===== src/rtl/nibble_serial_add_ctrl.sv =====
// WIDTH-bit adder that reuses one 4-bit adder, one nibble per clock, LSB nibble first; result valid NIB edges after accept.
// Start/result channels are valid/ready; no new operands are taken until the result is consumed. Optional subtract: SUB_EN.

module full_adder_4b (
  input  logic [3:0] a_i,
  input  logic [3:0] b_i,
  input  logic       cin_i,
  output logic [3:0] sum_o,
  output logic       cout_o
);
  assign {cout_o, sum_o} = {1'b0, a_i} + {1'b0, b_i} + {4'b0000, cin_i};
endmodule

module nibble_serial_add_ctrl #(
  parameter int WIDTH = 16
) (
  input  logic             clk,
  input  logic             rst_n,
  input  logic             start_valid,
  output logic             start_ready,
  input  logic [WIDTH-1:0] a_in,
  input  logic [WIDTH-1:0] b_in,
  input  logic             cin_in,
  input  logic             op,
  output logic             res_valid,
  input  logic             res_ready,
  output logic [WIDTH-1:0] sum_out,
  output logic             cout_out,
  output logic             busy
);
  localparam int NIB = WIDTH / 4;
  localparam int CW  = (NIB > 1) ? $clog2(NIB) : 1;
  localparam logic [CW-1:0] LAST = CW'(NIB - 1);

  typedef enum logic [1:0] {IDLE, RUN, DONE} state_t;

  state_t           state_q, state_d;
  logic [CW-1:0]    cnt_q, cnt_d;
  logic [WIDTH-1:0] a_q, a_d;
  logic [WIDTH-1:0] b_q, b_d;
  logic [WIDTH-1:0] res_q, res_d;
  logic [WIDTH-1:0] sum_q, sum_d;
  logic             carry_q, carry_d;
  logic             cout_q, cout_d;

  logic [3:0]       fa_sum;
  logic             fa_cout;
  logic [WIDTH-1:0] res_shift;
  logic             sub;

`ifdef SUB_EN
  assign sub = op;
`else
  // Addition only; op stays on the pinout but is masked off.
  assign sub = op & 1'b0;
`endif

  full_adder_4b u_fa (
    .a_i    (a_q[3:0]),
    .b_i    (b_q[3:0]),
    .cin_i  (carry_q),
    .sum_o  (fa_sum),
    .cout_o (fa_cout)
  );

  generate
    if (WIDTH == 4) begin : g_one_nib
      assign res_shift = fa_sum;
    end else begin : g_multi_nib
      assign res_shift = {fa_sum, res_q[WIDTH-1:4]};
    end
  endgenerate

  always_comb begin
    state_d = state_q;
    cnt_d   = cnt_q;
    a_d     = a_q;
    b_d     = b_q;
    res_d   = res_q;
    sum_d   = sum_q;
    carry_d = carry_q;
    cout_d  = cout_q;
    case (state_q)
      IDLE: begin
        if (start_valid) begin
          a_d     = a_in;
          b_d     = sub ? ~b_in : b_in;
          carry_d = sub ? 1'b1 : cin_in;
          cnt_d   = '0;
          state_d = RUN;
        end
      end
      RUN: begin
        a_d     = a_q >> 4;
        b_d     = b_q >> 4;
        res_d   = res_shift;
        carry_d = fa_cout;
        cnt_d   = cnt_q + 1'b1;
        if (cnt_q == LAST) begin
          // Outputs only move here, so a partial result is never visible.
          sum_d   = res_shift;
          cout_d  = fa_cout;
          state_d = DONE;
        end
      end
      DONE: begin
        if (res_ready) state_d = IDLE;
      end
      default: state_d = IDLE;
    endcase
  end

  always_ff @(posedge clk or negedge rst_n) begin
    if (!rst_n) begin
      state_q <= IDLE;
      cnt_q   <= '0;
      a_q     <= '0;
      b_q     <= '0;
      res_q   <= '0;
      sum_q   <= '0;
      carry_q <= 1'b0;
      cout_q  <= 1'b0;
    end else begin
      state_q <= state_d;
      cnt_q   <= cnt_d;
      a_q     <= a_d;
      b_q     <= b_d;
      res_q   <= res_d;
      sum_q   <= sum_d;
      carry_q <= carry_d;
      cout_q  <= cout_d;
    end
  end

  assign start_ready = (state_q == IDLE);
  assign res_valid   = (state_q == DONE);
  assign busy        = (state_q != IDLE);
  assign sum_out     = sum_q;
  assign cout_out    = cout_q;

endmodule


===== config.mk =====
export PLATFORM = sky130hd
export DESIGN_NAME = nibble_serial_add_ctrl
export DESIGN_NICKNAME = d
export VERILOG_FILES = /design/src/rtl/nibble_serial_add_ctrl.sv
export SDC_FILE = /design/constraint.sdc
export NUM_CORES = 1
export LEC_CHECK = 0
export BUFFER_PORTS_ARGS = -buffer_cell sky130_fd_sc_hd__buf_2
export CAP_MARGIN = 0
export CORE_ASPECT_RATIO = 2
export CORE_UTILIZATION = 50
export DETAILED_ROUTE_END_ITERATION = 6
export PLACE_DENSITY = 0.72
export SYNTH_ARGS = -nofsm -noshare
export SYNTH_HDL_FRONTEND = slang
export SYNTH_HIERARCHICAL = 1
export SYNTH_SLANG_ARGS = --single-unit
export TNS_END_PERCENT = 100

===== constraint.sdc =====
create_clock -name clk -period 3.81 [get_ports clk]
set_input_delay 0.762 -clock clk [delete_from_list [all_inputs] [get_ports clk]]
set_output_delay 0.762 -clock clk [all_outputs]
set_load 0.03 [all_outputs]

==> impl_metrics.tcl, run 1 <==
set metrics [dict create \
    antenna_found_initial 0 \
    setup_viol 0 \
    holdBufCountCts 0 \
    ys_warn_count 6 \
    io_buffers 56 \
    clk_pin_slew_worst_paths_ns 0.05 \
    cts.sinks 66 \
    cts-root-buf "clkbuf_16" \
    status "complete, no violations" \
    grt_overflow 0 \
    die_w_um 58.11 \
    drive_gt1_share_pct 38.21 \
    synth_top_area_share_pct 52.46 \
    cp.arrival_ns 1.50 \
    multiInputGateArea_um2 1276 \
    start_kind "flip-flop" \
    vias 2080 \
    io_pins 58 \
    hold_viol 0 \
    fmax_mhz 443.1 \
    slew_headroom_pct 25.95 \
    fin_skew_ns 0.004883 \
    layout_commonest_cell "dfrtp_1" \
    hpwl_mm 3.860 \
    ys_ff_latch 66 \
    hp-class "flip-flop to flip-flop" \
    nFillCells 506 \
    whs_ns 0.4954 \
    max_cap_viol_count 0 \
    drt_first_pass_iters 5 \
    worst_pin_slew_ns 1.111 \
    yosys-top-cells-area "dfrtp_1 (52%), mux2_2 (10%), o221a_2 (3.9%)" \
    clockBufferDepth 2 \
    nNetsFinal 342 \
    start_util_pct 51.98 \
    via_per_inst 5.403 \
    place_congestion 0.7626 \
    syn_area_um2 3148 \
    syn_inst 247 \
    ant_nets 0 \
    cts_setup_buffers 0 \
    vdd_drop_max_uv 451.7 \
    rsz0062_at_grt "no" \
    critPathCaptureType "output port" \
    remaining_drc_errors 0 \
    cts_tree "yes" \
    antenna-diode-count 0 \
    grt_usage_pct 20.53 \
    critPathMaxStageDelay_ns 0.42 \
    dpl_cell_area_um2 3437 \
    yosys.area.top_type "dfrtp_1" \
    drt-initial-drc-count 59 \
    syn-num-nets 291 \
    slew_violations 0 \
    critPathMaxFanout 54 \
    routedWlPerCell_um 15.01 \
    critPathKind "flip-flop to output port" \
    dieArea_um2 6636 \
    routed_wl_mm 5.780 \
    die_h_um 114.2 \
    worstPathRequired_ns 3.05 \
    syn2layout_area_growth_pct 17.25 \
    clk_latency_ns 0.32 \
    grt_pass1_wl_mm 10.05 \
    dp_cells 371 \
    grt_max_degree 55 \
    fin_cells 385 \
    cp_slowest_cell "buf_4" \
    setup_tns_ns 0 \
    ys_seq_area_share_pct 52.46 \
    final_cell_mix "dfrtp_1 (66), buf_2 (56), mux2_2 (28)" \
    syn_avg_cell_area_um2 12.75 \
    fin_crit_sh_pct 59.24 \
    seqCellArea_um2 1652 \
    power_density_nw_per_um2 952.9 \
    postCtsResizedCells 0 \
    grt_pass1_vias 2120 \
    ctsHtreeMaxLevel 3 \
    crit_chain "buf_4, nor2_1, inv_1, buf_2" \
    leakagePower_nw 1.684 \
    fin_crit_ns 2.257 \
    finalInstanceArea_um2 3691 \
    cts-buffers-inserted 9 \
    ys_types 36 \
    row_count 40 \
    fp.coreArea_um2 6056 \
]
==> critical path: cells and delay by family, from the launching register on <==
| family | cells | cell delay [ns] |
|---|---|---|
| AND/OR/NAND/NOR | 1 | 0.15 |
| flip-flops | 1 | 0.33 |
| buffers and inverters | 3 | 0.68 |
==> path summary, 6_finish.rpt <==
path,to,startpoint,cells past startpoint,slack [ns]
max,busy,state_q[1],4,1.55
min,sum_out[8],sum_out[8],1,0.50
max reg2reg,carry_q,a_q[0],7,1.96
min reg2reg,sum_out[8],sum_out[8],1,0.50
max in group asynchronous,a_q[12],rst_n,2,2.47
min in group asynchronous,sum_out[6],rst_n,1,0.58
==> power by group <==
| group | leakage (nW) | total, mW | internal, mW | switching, mW |
|---|---|---|---|---|
| Sequential | 0.787 | 1.26 | 1.06 | 0.198 |
| Clock | 0.123 | 0.714 | 0.451 | 0.263 |
| Combinational | 0.774 | 1.55 | 0.709 | 0.838 |
| Total | 1.68 | 3.52 | 2.22 | 1.30 |
==> synthesized netlist by cell type <==
cell,count
dfrtp_1,66
mux2_2,28
inv_1,25
a211oi_1,14
nor3b_1,14
nor4b_1,14
o221a_2,11
or4b_1,11
buf_2,10
nand2b_1,5
buf_4,4
ha_1,4
nand2_1,4
nand3b_1,4
o221ai_1,4
a22o_1,3
buf_6,3
clkbuf_1,2
fa_1,2
o21ai_0,2
xnor2_1,2
a21o_1,1
a21oi_1,1
a21oi_2,1
a32o_1,1
clkbuf_2,1
mux2_1,1
mux2i_1,1
nand3b_4,1
nor2_1,1
nor2b_1,1
nor3b_2,1
o21ba_2,1
o21bai_4,1
o2bb2ai_1,1
or2_2,1
==> per-layer routing <==
layer	vias to the layer above	routed length, µm	track usage, %
met5	-	0	0
met4	0	134	10.95
met3	12	245	5.876
met2	63	2945	32.72
met1	1000	2454	24.72
li1	1005	-	-
==> registers in the layout, summed over array words and instances (netlist names) <==
signal	cells
sum_out	16
carry_q	1
res_q	12
cnt_q	2
b_q	16
state_q	2
a_q	16
cout_out	1
==> logic make-up (layout without fill, tap and decap cells) <==
| kind of cell | after synthesis | in the layout | share of synthesized area [%] |
|---|---|---|---|
| AOI/OAI and AO/OA | 41 | 41 | 11.73 |
| xor gates and xnor gates | 2 | 2 | 0.5565 |
| adders and majority gates | 6 | 6 | 2.862 |
| buffers and inverters | 45 | 99 | 6.995 |
| DFF | 66 | 66 | 52.46 |
| muxes | 30 | 30 | 10.69 |
| and+or+nand+nor | 57 | 57 | 14.71 |
==> layout make-up <==
type | instances | share of cell area, %
Timing Repair Buffer | 60 | 8.407
Multi-Input combinational cell | 136 | 34.58
Inverter | 25 | 2.542
Tap cell | 84 | 2.847
Clock buffer | 14 | 6.881
Sequential cell | 66 | 44.75
==> through the flow <==
step	total power, mW	setup slack, ns	util (%)
2_1_floorplan	2.526	1.526	-
3_3_place_gp	2.780	1.847	56.76
3_5_place_dp	2.835	1.822	56.76
4_1_cts	3.572	1.524	60.95
5_1_grt	3.780	1.418	60.95
6_report	3.517	1.553	60.95
No activity file was read; power rests on OpenSTA's default activity.
==> run 2, diff against run 1 <==
--- a/config.mk
+++ b/config.mk
@@ -5,6 +5,7 @@
 export SDC_FILE = /design/constraint.sdc
 export NUM_CORES = 1
 export LEC_CHECK = 0
+export ABC_AREA = 1
 export BUFFER_PORTS_ARGS = -buffer_cell sky130_fd_sc_hd__buf_2
 export CAP_MARGIN = 0
 export CORE_ASPECT_RATIO = 2
==> constraint.sdc (replaced) <==
create_clock -name clk -period 2.1 [get_ports clk]
set_input_delay 0.42 -clock clk [delete_from_list [all_inputs] [get_ports clk]]
set_output_delay 0.42 -clock clk [all_outputs]
set_load 0.03 [all_outputs]
==> run 2 against run 1 <==
The flow now finishes with violations (design-rule violations). Sequential power increased by 75%. Clock skew up 0.0029 ns. Synthesized area shrank 1.6%. First-iteration DRC count rose by 120%. Combinational power is 85% higher.
==> impl_metrics.tcl, run 2 <==
set metrics [dict create \
    status "finished, violations left" \
    violations "design-rule violations" \
    hp-class "input port to async pin" \
    netSwitchingFraction_pct 42.08 \
    ys_ff_latch 66 \
    fmax_mhz 589.0 \
    row_count 40 \
    p_clk_share_pct 22.3 \
    layout_commonest_cell "nand2_1" \
    holdBufCountCts 0 \
    grt_usage_pct 22.43 \
    ys_seq_area_share_pct 53.31 \
    power_frac_seq_pct 33.8 \
    io_pins 58 \
    drive_gt1_share_pct 17.58 \
    max_cap_viol_count 0 \
    grt_pass1_wl_mm 11.25 \
    antenna_found_initial 0 \
    syn_area_um2 3098 \
    slew_headroom_pct 62.65 \
    cts.sinks 66 \
    grt_pass1_vias 2538 \
    reg2reg_depth 6 \
    critPathMaxStageDelay_ns 0.48 \
    start_util_pct 51.58 \
    dp_cells 502 \
    synth_edf_count 0 \
    leakagePower_nw 2.152 \
    power_density_nw_per_um2 1735 \
    syn_inst 395 \
    clockBufferDepth 2 \
    fin_cells 518 \
    setup_viol 0 \
    ctsHtreeMaxLevel 3 \
    clk_pin_slew_worst_paths_ns 0.05 \
    p_int_mw 3.774 \
    hpwl_mm 4.208 \
    drt_first_pass_iters 6 \
    start_kind "flip-flop" \
    cts-root-buf "clkbuf_16" \
    yosys.area.top_type "dfrtp_1" \
    ys_dominant_reg_cell "dfrtp_1" \
    critPathKind "flip-flop to flip-flop" \
    via_per_inst 5.004 \
    cts-buffers-inserted 9 \
    yosysMostFrequentCell "nand2_1" \
    worst_pin_slew_ns 0.5582 \
    clk_latency_ns 0.32 \
    crit_start "a_q[0]" \
    ys_warn_count 6 \
    synth_common_cells "nand2_1 (127), inv_1 (72), dfrtp_1 (66)" \
    nNetsFinal 494 \
    syn-num-nets 439 \
    p_comb_share_pct 43.9 \
    grt_overflow 0 \
    fin_skew_ns 0.007774 \
    cp_slowest_cell "fa_1" \
    yosys-top-cells-area "dfrtp_1 (53%), nand2_1 (15%), nand3_1 (9.4%)" \
    final_cell_mix "nand2_1 (126), inv_1 (72), dfrtp_1 (66)" \
    cpLargestDelayFamily "adder cells" \
    fin_crit_ns 1.698 \
    place_congestion 0.8651 \
    antenna-diode-count 0 \
    nFillCells 556 \
    dieArea_um2 6534 \
    cts_tree "yes" \
    io_buffers 56 \
    critPathCaptureType "flip-flop" \
    syn2layout_area_growth_pct 21.24 \
    setup_tns_ns 0 \
    ant_nets 0 \
    synth_top_area_share_pct 53.31 \
    rr_startpoint "a_q[0]" \
    ys_types 16 \
    die_w_um 57.66 \
    crit_chain "fa_1, inv_1, fa_1, inv_1, inv_1, o21ai_0" \
    async_flop_share_pct 100.0 \
    remaining_drc_errors 5 \
    switchingPower_mw 2.742 \
    grt_max_degree 68 \
    r2r_end "res_q[13]" \
    cts_setup_buffers 0 \
    worstPathRequired_ns 2.34 \
    postCtsResizedCells 0 \
    cp.arrival_ns 1.94 \
    crit_buf_inv 3 \
    cpMostUsedCell "inv_1" \
    routed_wl_mm 6.343 \
    fp.coreArea_um2 6006 \
    critPathMaxFanout 3 \
    fin_crit_sh_pct 80.84 \
    slew_violations 0 \
    rrSetupSlack_ns 0.40 \
    drt-initial-drc-count 131 \
    vdd_drop_max_uv 963.8 \
    syn_avg_cell_area_um2 7.843 \
    hold_viol 0 \
    rsz0062_at_grt "no" \
    die_h_um 113.3 \
    routedWlPerCell_um 12.25 \
    vias 2592 \
]
-- run 2: kinds of logic (layout without fill, tap and decap cells) --
logic type / count (synthesis) / count (layout) / synth area share [%]
simple gates: 191 / 191 / 25.57
xor+xnor: 1 / 1 / 0.2828
buf+inv: 92 / 152 / 11.51
flops: 66 / 66 / 53.31
compound gates: 39 / 39 / 6.422
fa+ha+maj: 6 / 6 / 2.908
-- run 2: power groups by stage --
stage | clock network (mW) | registers (mW) | logic (mW)
4_1_cts | 1.48 | 2.20 | 2.89
3_5_place_dp | 0 | 2.21 | 2.85
2_1_floorplan | 0 | 2.38 | 1.93
6_report | 1.46 | 2.20 | 2.86
5_1_grt | 1.54 | 2.28 | 3.31
3_3_place_gp | 0 | 2.19 | 2.77
-- run 2: through the flow --
stage | area [µm²] | utilization, % | power, mW | hold WS, ns | setup WS (ns)
floorplan | 3098 | - | 4.314 | 0.1244 | 0.3477
global placement | 3458 | 57.58 | 4.960 | 0.3760 | 0.4539
detailed placement | 3458 | 57.58 | 5.058 | 0.3868 | 0.4157
CTS | 3756 | 62.54 | 6.571 | 0.04069 | 0.4000
global route | 3756 | 62.54 | 7.125 | 0.05638 | 0.3064
finish | 3756 | 62.54 | 6.516 | 0.02896 | 0.4023
-- run 2: worst max path at each step --
stage / to / slack (ns) / depth (start not counted)
after global placement: res_q[13] / 0.45 / 6
after detailed placement: sum_out[13] / 0.42 / 6
after floorplan: busy / 0.35 / 3
final: res_q[13] / 0.40 / 6
after global routing: sum_out[13] / 0.31 / 6
after CTS: sum_out[13] / 0.40 / 6
-- run 2: layer usage --
layer	track usage, %	wire, µm	vias to the layer above
met5	0	0	-
met4	9.524	90	0
met3	3.657	213	7
met2	40.54	3419	59
met1	25.36	2619	1208
li1	-	-	1318
-- run 2: cell type report --
cell class	instances	area (µm²)	area share, %
timing repair buffer	64	365.4	9.727
sequential	66	1652	43.97
inverter	72	270.3	7.195
tap	63	78.83	2.099
clock buffer	12	246.5	6.562
clock inverter	4	51.30	1.366
multi-input combinational	237	1092	29.08
==> run 3, diff against run 2 <==
--- a/config.mk
+++ b/config.mk
@@ -11,7 +11,7 @@
 export CORE_ASPECT_RATIO = 2
 export CORE_UTILIZATION = 50
 export DETAILED_ROUTE_END_ITERATION = 6
-export PLACE_DENSITY = 0.72
+export PLACE_DENSITY = 0.75
 export SYNTH_ARGS = -nofsm -noshare
 export SYNTH_HDL_FRONTEND = slang
 export SYNTH_HIERARCHICAL = 1
==> constraint.sdc (replaced) <==
create_clock -name clk -period 1.4 [get_ports clk]
set_input_delay 0.28 -clock clk [delete_from_list [all_inputs] [get_ports clk]]
set_output_delay 0.28 -clock clk [all_outputs]
set_load 0.03 [all_outputs]
==> run 3 against run 2 <==
The flow finishes with violations (design-rule violations, negative setup slack). Clock skew fell by 0.0038 ns. Design area rose by 6.4%. Utilization rose by 4.0 points. Register-to-register slack got worse by 0.57 ns. First-iteration DRC count rose by 27%. Final cell count rose by 3.5%. Maximum frequency rose by 8.2%. Global-route usage rose by 0.11 points. Total power rose by 64%. Sequential power rose by 48%. Largest cell class unchanged.
==> impl_metrics.tcl, run 3 (synthesis results as in run 2) <==
set metrics [dict create \
    wl_met1_mm 2.545 \
    cpLargestDelayFamily "adder cells" \
    io_pins 58 \
    clockBufferDepth 2 \
    fin_skew_ns 0.004013 \
    nNetsFinal 512 \
    whs_ns 0.1369 \
    finalInstanceArea_um2 3998 \
    cts.sinks 66 \
    critPathCaptureType "flip-flop" \
    rrSetupSlack_ns -0.17 \
    dpl_cell_area_um2 3563 \
    remaining_drc_errors 6 \
    start_util_pct 51.58 \
    worstPathRequired_ns 1.65 \
    ant_nets 0 \
    antenna_found_initial 0 \
    fin_cells 536 \
    r2r_end "sum_out[13]" \
    grt_overflow 0 \
    status "finished, violations left" \
    drt_first_pass_iters 6 \
    rr_startpoint "carry_q" \
    row_count 40 \
    critPathMaxStageDelay_ns 0.41 \
    leakagePower_nw 2.266 \
    hpwl_mm 4.445 \
    cp_slowest_cell "fa_2" \
    final_cell_mix "nand2_1 (123), inv_1 (67), dfrtp_1 (66)" \
    fp.coreArea_um2 6006 \
    worst_pin_slew_ns 0.3521 \
    place_congestion 0.8134 \
    syn2layout_area_growth_pct 29.04 \
    routed_wl_mm 6.487 \
    worst_slack_ns -0.1689 \
    die_h_um 113.3 \
    route.top_layer_used "met4" \
    pre_cts_slack_ns -0.1663 \
    die_w_um 57.66 \
    max_cap_viol_count 0 \
    reg2reg_depth 6 \
    setup_tns_ns -0.8260 \
    violations "design-rule violations, negative setup slack" \
    ctsHtreeMaxLevel 3 \
    cts_tree "yes" \
    fin_crit_ns 1.569 \
    crit_chain "fa_2, inv_2, fa_1, inv_1, inv_2, o21ai_1" \
    routedWlPerCell_um 12.10 \
    hold_viol 0 \
    fin_crit_sh_pct 112.1 \
    power_density_nw_per_um2 2677 \
    met2_length_mm 3.607 \
    fmax_mhz 637.4 \
    min_path_cells 2 \
    antenna-diode-count 0 \
    grt_usage_pct 22.53 \
    grt_pass1_wl_mm 11.07 \
    min_from "res_ready" \
    cts-root-buf "clkbuf_16" \
    io_buffers 56 \
    vias 2670 \
    dp_cells 512 \
    via_per_inst 4.981 \
    grt_pass1_vias 2535 \
    drt-initial-drc-count 166 \
    utilization_pct 66.56 \
    critPathKind "flip-flop to flip-flop" \
    dieArea_um2 6534 \
    clk_latency_ns 0.32 \
    vdd_drop_max_uv 1183 \
    setup_viol 9 \
    slew_headroom_pct 76.53 \
    wl_met3_um 233 \
    hp-class "input port to flip-flop" \
    power_mw 10.70 \
    layout_commonest_cell "nand2_1" \
    cts-buffers-inserted 9 \
    start_kind "flip-flop" \
    crit_buf_inv 3 \
    hold_path_end "state_q[1]" \
    rsz0062_at_grt "yes" \
    clk_pin_slew_worst_paths_ns 0.05 \
    grt_max_degree 67 \
    critPathMaxFanout 2 \
    slew_violations 0 \
    cp.arrival_ns 1.82 \
    cpMostUsedCell "inv_2" \
    drive_gt1_share_pct 23.68 \
]
## run 3: changes by cell type in the layout (fill, tap and decap cells not counted), sizes merged
cell and change:
buf +17, clkbuf -2, clkinv +1, dlygate4sd3 +1, inv +1
## run 3: worst max-delay path by stage
| stage | start | endpoint | slack, ns | cells after the start |
|---|---|---|---|---|
| final | carry_q | sum_out[13] | -0.17 | 6 |
| after CTS | carry_q | res_q[13] | -0.17 | 6 |
| after detailed placement | carry_q | res_q[13] | -0.17 | 6 |
| after global placement | carry_q | sum_out[13] | -0.12 | 6 |
| after global routing | b_q[0] | res_q[14] | -0.21 | 6 |
| after floorplan | carry_q | sum_out[13] | -0.09 | 6 |
## run 3: per-layer routing
metal / vias to the layer above / track usage (%)
met1: 1236 / 24.47
li1: 1352 / -
met5: - / 0
met3: 9 / 6.514
met2: 73 / 39.61
met4: 0 / 10.00
## run 3: worst register-to-register path, stage by stage, from the launching register on
cell and delay (ns):
dfrtp_1 0.40, fa_2 0.41, inv_2 0.07, fa_1 0.40
inv_1 0.07, inv_2 0.04, o21ai_1 0.11
## run 3: cell type report
type	count	area, µm²
clock buffer	10	239.0
fill	528	2008
inverter	72	270.3
timing repair buffer	82	561.8
multi-input combinational	237	1131
sequential	66	1652
clock inverter	6	65.06
tap	63	78.83
## run 3: timing repair
| action | 4_1_cts | 5_1_grt |
|---|---|---|
| gates resized for setup | 14 | 15 |
| endpoints found under the setup margin | 12 | 32 |
| pin swaps | 2 | 5 |
| buffers inserted | 6 | 2 |
| hold buffers | 1 | 0 |
| endpoints found under the hold margin | 66 | 0 |
## run 3: power by group
part           total, mW  switching, mW  leakage (nW)  internal (mW)
Clock               2.23          0.802         0.149           1.43
Combinational       5.22           3.17          1.29           2.05
Sequential          3.25          0.460         0.829           2.79
